--- config.mk ---
export PLATFORM = sky130hd
export DESIGN_NAME = rv32i_test_monitor_flat
export DESIGN_NICKNAME = d
export VERILOG_FILES = /design/src/rtl/rv32i_test_monitor_if.sv /design/src/rtl/rv32i_test_monitor.sv /design/src/flat_wrapper.sv
export SDC_FILE = /design/constraint.sdc
export NUM_CORES = 1
export LEC_CHECK = 0
export ABC_AREA = 1
export CAP_MARGIN = 20
export CORE_MARGIN = 1
export CORE_UTILIZATION = 60
export DETAILED_ROUTE_END_ITERATION = 10
export DONT_BUFFER_PORTS = 1
export GPL_TIMING_DRIVEN = 0
export PLACE_DENSITY_LB_ADDON = 0.15
export SLEW_MARGIN = 20
export SYNTH_ARGS = -nofsm -noshare
export SYNTH_HDL_FRONTEND = slang
export SYNTH_SLANG_ARGS = --single-unit
export TNS_END_PERCENT = 1
--- constraint.sdc ---
create_clock -name clk -period 2.2 [get_ports clk]
set_clock_uncertainty 0.1 [all_clocks]
set_input_delay 0.44 -clock clk [delete_from_list [all_inputs] [get_ports clk]]
set_output_delay 0.44 -clock clk [all_outputs]
set_load 0.03 [all_outputs]
--- src/rtl/rv32i_test_monitor_if.sv ---
// Signal bundle between the rv32i_core side (master) and the end-of-test monitor (slave).
// The retire/retire_cnt pair exists only when RV32I_TEST_MON_RETIRE_CNT_EN is defined.
interface rv32i_test_monitor_if #(
  parameter int CNT_W = 32
);
  logic             start;
  logic             is_ecall;
  logic [31:0]      gp_value;
  logic             busy;
  logic             done;
  logic             pass;
  logic             fail;
  logic             timeout;
  logic [30:0]      fail_testnum;
  logic [CNT_W-1:0] cycle_cnt;
`ifdef RV32I_TEST_MON_RETIRE_CNT_EN
  logic             retire;
  logic [CNT_W-1:0] retire_cnt;

  modport master (
    output start, is_ecall, gp_value, retire,
    input  busy, done, pass, fail, timeout, fail_testnum, cycle_cnt, retire_cnt
  );
  modport slave (
    input  start, is_ecall, gp_value, retire,
    output busy, done, pass, fail, timeout, fail_testnum, cycle_cnt, retire_cnt
  );
`else
  modport master (
    output start, is_ecall, gp_value,
    input  busy, done, pass, fail, timeout, fail_testnum, cycle_cnt
  );
  modport slave (
    input  start, is_ecall, gp_value,
    output busy, done, pass, fail, timeout, fail_testnum, cycle_cnt
  );
`endif
endinterface

--- src/rtl/rv32i_test_monitor.sv ---
// End-of-test monitor for riscv-tests: turns ecall + gp into a sticky pass/fail/timeout verdict.
// Optional retire counter built when RV32I_TEST_MON_RETIRE_CNT_EN is defined.
module rv32i_test_monitor #(
  parameter int TIMEOUT_CYCLES = 5000,
  parameter int CNT_W          = 32
) (
  input logic                 clk,
  input logic                 rst_n,
  rv32i_test_monitor_if.slave mon
);

  typedef enum logic [2:0] {
    ST_IDLE,
    ST_RUN,
    ST_PASS,
    ST_FAIL,
    ST_TIMEOUT
  } state_e;

  localparam logic [CNT_W-1:0] LIMIT = CNT_W'(TIMEOUT_CYCLES - 1);

  if (TIMEOUT_CYCLES < 1) begin : g_bad_timeout
    $error("rv32i_test_monitor: TIMEOUT_CYCLES must be >= 1");
  end
  if (CNT_W < 1 || (TIMEOUT_CYCLES >> CNT_W) != 0) begin : g_bad_cnt_w
    $error("rv32i_test_monitor: 2**CNT_W must exceed TIMEOUT_CYCLES");
  end

  state_e           state_q, state_d;
  logic [CNT_W-1:0] cycle_cnt_q, cycle_cnt_d;
  logic [30:0]      fail_testnum_q, fail_testnum_d;
  logic             busy_q, done_q, pass_q, fail_q, timeout_q;

  // NOTE: every always_comb output gets a default first so no path leaves it unassigned (no latch).
  always_comb begin
    state_d        = state_q;
    cycle_cnt_d    = cycle_cnt_q;
    fail_testnum_d = fail_testnum_q;
    if (mon.start) begin
      state_d        = ST_RUN;
      cycle_cnt_d    = '0;
      fail_testnum_d = '0;
    end else if (state_q == ST_RUN) begin
      // gp_value is only looked at under is_ecall, so X on it elsewhere never reaches state.
      if (mon.is_ecall) begin
        if (mon.gp_value == 32'h1) begin
          state_d = ST_PASS;
        end else begin
          state_d        = ST_FAIL;
          fail_testnum_d = mon.gp_value[31:1];
        end
      end else if (cycle_cnt_q == LIMIT) begin
        state_d = ST_TIMEOUT;
      end else begin
        cycle_cnt_d = cycle_cnt_q + CNT_W'(1);
      end
    end
  end

`ifdef RV32I_TEST_MON_RETIRE_CNT_EN
  logic [CNT_W-1:0] retire_cnt_q, retire_cnt_d;

  always_comb begin
    retire_cnt_d = retire_cnt_q;
    if (mon.start) begin
      retire_cnt_d = '0;
    end else if (state_q == ST_RUN && mon.retire && retire_cnt_q != '1) begin
      retire_cnt_d = retire_cnt_q + CNT_W'(1);
    end
  end

  always_ff @(posedge clk or negedge rst_n) begin
    if (!rst_n) begin
      retire_cnt_q <= '0;
    end else begin
      retire_cnt_q <= retire_cnt_d;
    end
  end

  assign mon.retire_cnt = retire_cnt_q;
`endif

  // NOTE: state is updated with non-blocking assignments so every register sees pre-edge values.
  // Verdict flags are decoded from the next state, so they are registered yet track state_q exactly.
  always_ff @(posedge clk or negedge rst_n) begin
    if (!rst_n) begin
      state_q        <= ST_IDLE;
      cycle_cnt_q    <= '0;
      fail_testnum_q <= '0;
      busy_q         <= 1'b0;
      done_q         <= 1'b0;
      pass_q         <= 1'b0;
      fail_q         <= 1'b0;
      timeout_q      <= 1'b0;
    end else begin
      state_q        <= state_d;
      cycle_cnt_q    <= cycle_cnt_d;
      fail_testnum_q <= fail_testnum_d;
      busy_q         <= (state_d == ST_RUN);
      done_q         <= (state_d inside {ST_PASS, ST_FAIL, ST_TIMEOUT});
      pass_q         <= (state_d == ST_PASS);
      fail_q         <= (state_d == ST_FAIL);
      timeout_q      <= (state_d == ST_TIMEOUT);
    end
  end

  assign mon.busy         = busy_q;
  assign mon.done         = done_q;
  assign mon.pass         = pass_q;
  assign mon.fail         = fail_q;
  assign mon.timeout      = timeout_q;
  assign mon.fail_testnum = fail_testnum_q;
  assign mon.cycle_cnt    = cycle_cnt_q;

endmodule

--- src/flat_wrapper.sv ---
// flat-port wrapper written by rule: the top's interface ports become plain ports
module rv32i_test_monitor_flat 
#(
  parameter int TIMEOUT_CYCLES = 5000,
  parameter int CNT_W          = 32
)
  (clk, rst_n, mon_start, mon_is_ecall, mon_gp_value, mon_busy, mon_done, mon_pass, mon_fail, mon_timeout, mon_fail_testnum, mon_cycle_cnt);
  rv32i_test_monitor_if #(.CNT_W(CNT_W)) mon_i ();
  input logic clk;
  input logic rst_n;
  input wire logic [$bits(mon_i.start)-1:0] mon_start;
  input wire logic [$bits(mon_i.is_ecall)-1:0] mon_is_ecall;
  input wire logic [$bits(mon_i.gp_value)-1:0] mon_gp_value;
  output wire logic [$bits(mon_i.busy)-1:0] mon_busy;
  output wire logic [$bits(mon_i.done)-1:0] mon_done;
  output wire logic [$bits(mon_i.pass)-1:0] mon_pass;
  output wire logic [$bits(mon_i.fail)-1:0] mon_fail;
  output wire logic [$bits(mon_i.timeout)-1:0] mon_timeout;
  output wire logic [$bits(mon_i.fail_testnum)-1:0] mon_fail_testnum;
  output wire logic [$bits(mon_i.cycle_cnt)-1:0] mon_cycle_cnt;
  assign mon_i.start = mon_start;
  assign mon_i.is_ecall = mon_is_ecall;
  assign mon_i.gp_value = mon_gp_value;
  assign mon_busy = mon_i.busy;
  assign mon_done = mon_i.done;
  assign mon_pass = mon_i.pass;
  assign mon_fail = mon_i.fail;
  assign mon_timeout = mon_i.timeout;
  assign mon_fail_testnum = mon_i.fail_testnum;
  assign mon_cycle_cnt = mon_i.cycle_cnt;
  rv32i_test_monitor #(.TIMEOUT_CYCLES(TIMEOUT_CYCLES), .CNT_W(CNT_W)) u_core (.clk(clk), .rst_n(rst_n), .mon(mon_i));
endmodule
======== Yosys cells after proc, flatten, opt, wreduce, memory -nomap -nowiden ========
Index checks and enable logic that the tools add are counted.
operators by class
  $mul .................................... 0
  reductions and logical operators ........ 5
  bitwise gates (word level) .............. 0
  magnitude comparators ................... 0
  muxes and demuxes ....................... 13
  equal/unequal tests ..................... 10
  divide/modulo/power cells ............... 0
  $add $sub $neg .......................... 1
  shift operators ......................... 0
operators with widths
  operator               number
  $mux 32                4
  $mux 31                4
  $add 32x1->32 const B  1
  $eq 32x1->1 const B    1
  $eq 32x13->1 const B   1
  $mux 3                 4
  $eq 3x1->1 const B     2
  $eq 3x2->1 const B     2
  $ne 2x2->1 const B     3
  $reduce_and 3->1       2
  $reduce_bool 2->1      2
  $eq 3x3->1 const B     1
  $reduce_bool 3->1      1
  $mux 1                 1
storage, ports and cells
  register bits after elaboration ......... 71
  ROM bits ................................ 0
  input port bits ......................... 36
  bits in latches ......................... 0
  output and inout bits ................... 68
  bits in writable memories ............... 0
  memories kept ........................... 0
  logic and storage cells ................. 37

======== Logic depth before layout (Yosys ltp) ========
  depth in word-level cells ............... 7
  mapped depth ............................ 12
  depth with buffers taken out ............ 12

======== Worst setup path before layout ========
OpenSTA, ideal clock, no wires.
  path type ............................... register -> register
  start ................................... register u_core.cycle_cnt_q[0] (netlist: u_core.mon.cycle_cnt[0])
  end ..................................... register u_core.cycle_cnt_q[16] (netlist: u_core.mon.cycle_cnt[16])
  path slack .............................. 0.243 ns
  cell stages (with the launch flop) ...... 9
  buffers on the path ..................... 0
  arrival ................................. 1.738 ns
  cell sequence ........................... dfrtp_1 > ha_1 > nand2_1 > nand3b_1 > nor2_2 > nand3_1 > xor2_1 > nand3_1 > o21ai_2
on the way
  cells in the longest elaborated chain, start to end .. 5
RTL lines
  what                    RTL line                  RTL
  from (decl)             rv32i_test_monitor.sv:30  logic [CNT_W-1:0] cycle_cnt_q, cycle_cnt_d;
  from (signal assigned)  rv32i_test_monitor.sv:97  cycle_cnt_q <= cycle_cnt_d;
  $add 32x1->32           rv32i_test_monitor.sv:55  cycle_cnt_d = cycle_cnt_q + CNT_W'(1);
  $mux 32                 rv32i_test_monitor.sv:52  end else if (cycle_cnt_q == LIMIT) begin
  $mux 32                 rv32i_test_monitor.sv:45  if (mon.is_ecall) begin
  $mux 32                 rv32i_test_monitor.sv:43  end else if (state_q == ST_RUN) begin
  $mux 32                 rv32i_test_monitor.sv:39  if (mon.start) begin
Parallel ways exist; a longest one is shown, timed or not. The select of a mux whose other input is x is not followed.
A chain may end at the register's enable or synchronous reset.

======== Worst setup path after layout ========
  start ................................... register u_core.cycle_cnt_q[11] (netlist: u_core.mon.cycle_cnt[11])
  end ..................................... register u_core.cycle_cnt_q[26] (netlist: u_core.mon.cycle_cnt[26])
Same word-level chain as after synthesis.

==> tab_implementation.tex <==
\begin{tabular}{lr}
\hline
Metric & Value \\
\hline
\multicolumn{2}{l}{\textbf{Outcome}} \\
Run status & finished clean \\
\multicolumn{2}{l}{\textbf{Synthesis}} \\
Top-area cell type share of the netlist area & between 40 and 50\% \\
List of most frequent post-synthesis cells & nand2\_1 (161), dfrtp\_1 (71), nor2\_1 (57) \\
Leading cell types by total area after synthesis & dfrtp\_1 (45\%), nand2\_1 (15\%), nand3\_1 (6.5\%) \\
Cells after synthesis & $\sim$530 \\
Synth Area per Inst & 7.47 sq um \\
Top-count cell post-synth & nand2\_1 \\
Proportion of synthesized chip area in sequential cells & 44.5\% \\
Async S/R FF share, synth & 100\% \\
Post-synthesis cell area & 3990 sq um \\
Number of synthesized flops with an enable pin & 0 \\
\#FFs+latches synth & 71 \\
Yosys Warn Count & 0 \\
Dominant register cell in the synthesized netlist & dfrtp\_1 \\
Cell taking the most area after synthesis & dfrtp\_1 \\
Syn nets & 571 \\
Synth cell types & 29 \\
\multicolumn{2}{l}{\textbf{Timing}} \\
Fmax & $\sim$0.48 GHz \\
Max-slew violation total from the final report & 0 \\
Fin. Hold Viols & 0 \\
Total setup violations reported at the end of the flow & 0 \\
Setup repair after global routing missed its margin & false \\
Final critical path time including I/O delays and setup & roughly 2.1 ns \\
Slew of the pin with the lowest slew margin & 0.616 ns \\
Slew HR & 58.9\% \\
Post-route fraction of the period consumed by the critical path & 95.4\% \\
Slack of the critical path & 0.102 ns \\
\multicolumn{2}{l}{\textbf{Final layout}} \\
Fill cell total of the finished layout & 540 \\
Finished Cell Area & 4420 sq um \\
Antenna diode count & 0 \\
Net count, final & 586 \\
Core utilization of the finished layout & 69.2\% \\
Layout overhead on the synthesized area & 10.8\% \\
Share of layout cells above drive strength 1 & 15.9\% \\
\multicolumn{2}{l}{\textbf{Clock tree}} \\
Root buffer cell & clkbuf\_8 \\
Number of clock buffers inserted by TritonCTS & 9 \\
CTS max path bufs & 2 \\
Register clock-pin slew on the reported worst setup and hold paths & 0.08 ns \\
Clock latency of the later-clocked register in the worst-skew pair & 0.35 ns \\
Total clock sinks & 71 \\
Max H-tree Level & 3 \\
Clock tree from TritonCTS & done \\
\multicolumn{2}{l}{\textbf{Worst setup path}} \\
Data required time at the worst endpoint & 2.38 ns \\
Largest delay share family, worst path & simple AND/OR/NAND/NOR gates \\
Cell-by-cell trace of the critical path & inv\_1 -> nand2\_1 -> nor2\_1 -> nand2\_1 -> nor2\_1 -> nand2\_2 -> nand2\_4 -> nor2\_4 -> buf\_2 -> nand4\_1 -> o21ai\_2 \\
Critical-path maximum fanout & 10 \\
Capturing element type of the critical path & flop \\
Sort of element at the start of the critical path & flop \\
Combined buffer and inverter count along the critical path & 2 \\
Arrival time of the worst setup path & 2.27 ns \\
Slowest stage cell on the critical path & dfrtp\_1 \\
Maximum single-stage delay on the critical path & 0.58 ns \\
WS Path Type & flop to flop \\
\multicolumn{2}{l}{\textbf{Hold path}} \\
Type of the most critical hold path & primary input to flop \\
\multicolumn{2}{l}{\textbf{Power and ir drop}} \\
P\_leak & 2.05 nW \\
Highest ir drop seen on vdd & around 570 uV \\
Tot Pwr & between 3 and 4 mW \\
Power Density & 697 nW/um\^{}2 \\
\multicolumn{2}{l}{\textbf{Run}} \\
Number of maximum-capacitance constraint violations & 0 \\
\multicolumn{2}{l}{\textbf{GRT}} \\
Antenna violations before repair & 0 \\
Largest net degree at the start of global routing & slightly above 70 \\
First-pass GRT wire length & between 15 and 20 mm \\
Overflow left after global routing & 0 \\
GRT Total Usage & a little under a third \\
Via count of the first global-routing pass & about 3500 \\
\multicolumn{2}{l}{\textbf{Floorplanning}} \\
Core Rows & 29 \\
Core ar. & 6390 sq um \\
Die Span Y & 83.6 microns \\
Die Wd & 83.6 microns \\
I/O pins & 104 \\
Die area & about 7000 sq um \\
Initial Util & between 60\% and 70\% \\
\multicolumn{2}{l}{\textbf{Drt}} \\
Detailed Route Iter0 Violations & 308 \\
Remaining antenna violation count after routing & 0 \\
Number of vias in the routed layout & 3697 \\
Average wire per standard cell & 16.5 microns \\
Via density & 5.86 \\
Router iterations before antenna repair & 5 \\
Overall routed net length & around 10 mm \\
Number of remaining DRC errors & 0 \\
\multicolumn{2}{l}{\textbf{Place}} \\
Global placer's final weighted congestion & 0.933 \\
\# port buffers & 0 \\
Cell area after placement & 4090 sq um \\
Setup WS pre-CTS & -0.220 ns \\
Final HPWL DP & around 7.7 mm \\
\hline
\end{tabular}
[report_power, final]
| group | internal, mW | switching (mW) | leakage (nW) | total [mW] |
|---|---|---|---|---|
| Combinational | 0.0824 | 0.193 | 0.970 | 0.275 |
| Clock | 0.764 | 0.528 | 0.121 | 1.29 |
| Sequential | 1.36 | 0.152 | 0.958 | 1.51 |
[path summary, 6_finish.rpt]
check | cells past startpoint | end | slack, ns | start
max reg2reg | 11 | u_core.mon.cycle_cnt[26] | 0.10 | u_core.mon.cycle_cnt[11]
max | 11 | u_core.mon.cycle_cnt[26] | 0.10 | u_core.mon.cycle_cnt[11]
min | 1 | u_core.state_q[2] | 0.06 | mon_start
min reg2reg | 2 | u_core.state_q[2] | 0.48 | u_core.state_q[2]
min in group asynchronous | 2 | u_core.mon.cycle_cnt[2] | 0.54 | rst_n
max in group asynchronous | 2 | u_core.mon.cycle_cnt[9] | 1.16 | rst_n
[area by class of cell]
type	count	area, sq um	share of cell area (%)
plain buffers	17	108	2.43
flip-flops and latches	71	1780	40.3
repair buffers	4	52.6	1.19
clock buffers	10	128	2.89
well taps	77	96.3	2.18
clock inverters	6	116	2.63
multi-input cells	388	1920	43.4
inverters	58	218	4.93
[per-stage QoR]
step	cells	hold WS, ns	TNS (ns)
2_1_floorplan	534	0.0444	0
3_3_place_gp	611	0.0456	-1.25
4_1_cts	629	0.0474	0
5_1_grt	631	0.0475	0
6_report	631	0.0574	0
3_5_place_dp	611	0.0459	-1.72
[worst reg2reg max path, cell delays in order (launching register included)]
cell	delay [ns]
dfrtp_1	0.58
inv_1	0.19
nand2_1	0.11
nor2_1	0.04
nand2_1	0.10
nor2_1	0.08
nand2_2	0.09
nand2_4	0.07
nor2_4	0.15
buf_2	0.29
nand4_1	0.16
o21ai_2	0.09
[routing by layer]
layer / routed length [microns] / GRT usage [%]
met4: 429 / 15.1
met3: 852 / 7.81
met5: 0 / 0
met1: 4190 / 38.0
met2: 4910 / 51.5
[flip-flops by register name, summed over array words and instances (netlist names)]
signal                   cells
u_core.mon.done              1
u_core.state_q               3
u_core.mon.fail              1
u_core.mon.busy              1
u_core.mon.fail_testnum     31
u_core.mon.cycle_cnt        32
u_core.mon.pass              1
u_core.mon.timeout           1
[cells in the final DEF, fill, tap and decap left out, drive strengths merged]
cell type	instances
dlygate4sd3	1
nor3	20
nand4	27
bufinv	3
xnor2	1
buf	17
nor2	64
ha	1
nand2	164
inv	60
nand3b	2
xor2	4
nand3	53
o21ai	49
clkinv	1
a21oi	1
clkbuf	13
dfrtp	71
o21bai	1
and3	1
[cell families (layout without fill, tap and decap cells)]
logic type	count (synthesis)	count (layout)	synth area share, %
AOI/OAI and AO/OA	51	51	9.28
xor gates and xnor gates	5	5	1.10
adders and majority gates	1	1	0.314
buffers and inverters	75	95	8.15
DFF	71	71	44.5
and+or+nand+nor	331	331	36.6
[what timing repair did]
item                                   in CTS  in global routing
endpoints found under the hold margin      71                  0
setup endpoints to repair                  33                 21
pin swaps                                   0                  0
resized for setup                           4                  7
buffers inserted                            0                  2
hold buffers                                2                  0
Note: power is estimated with default switching activity, not from simulation.
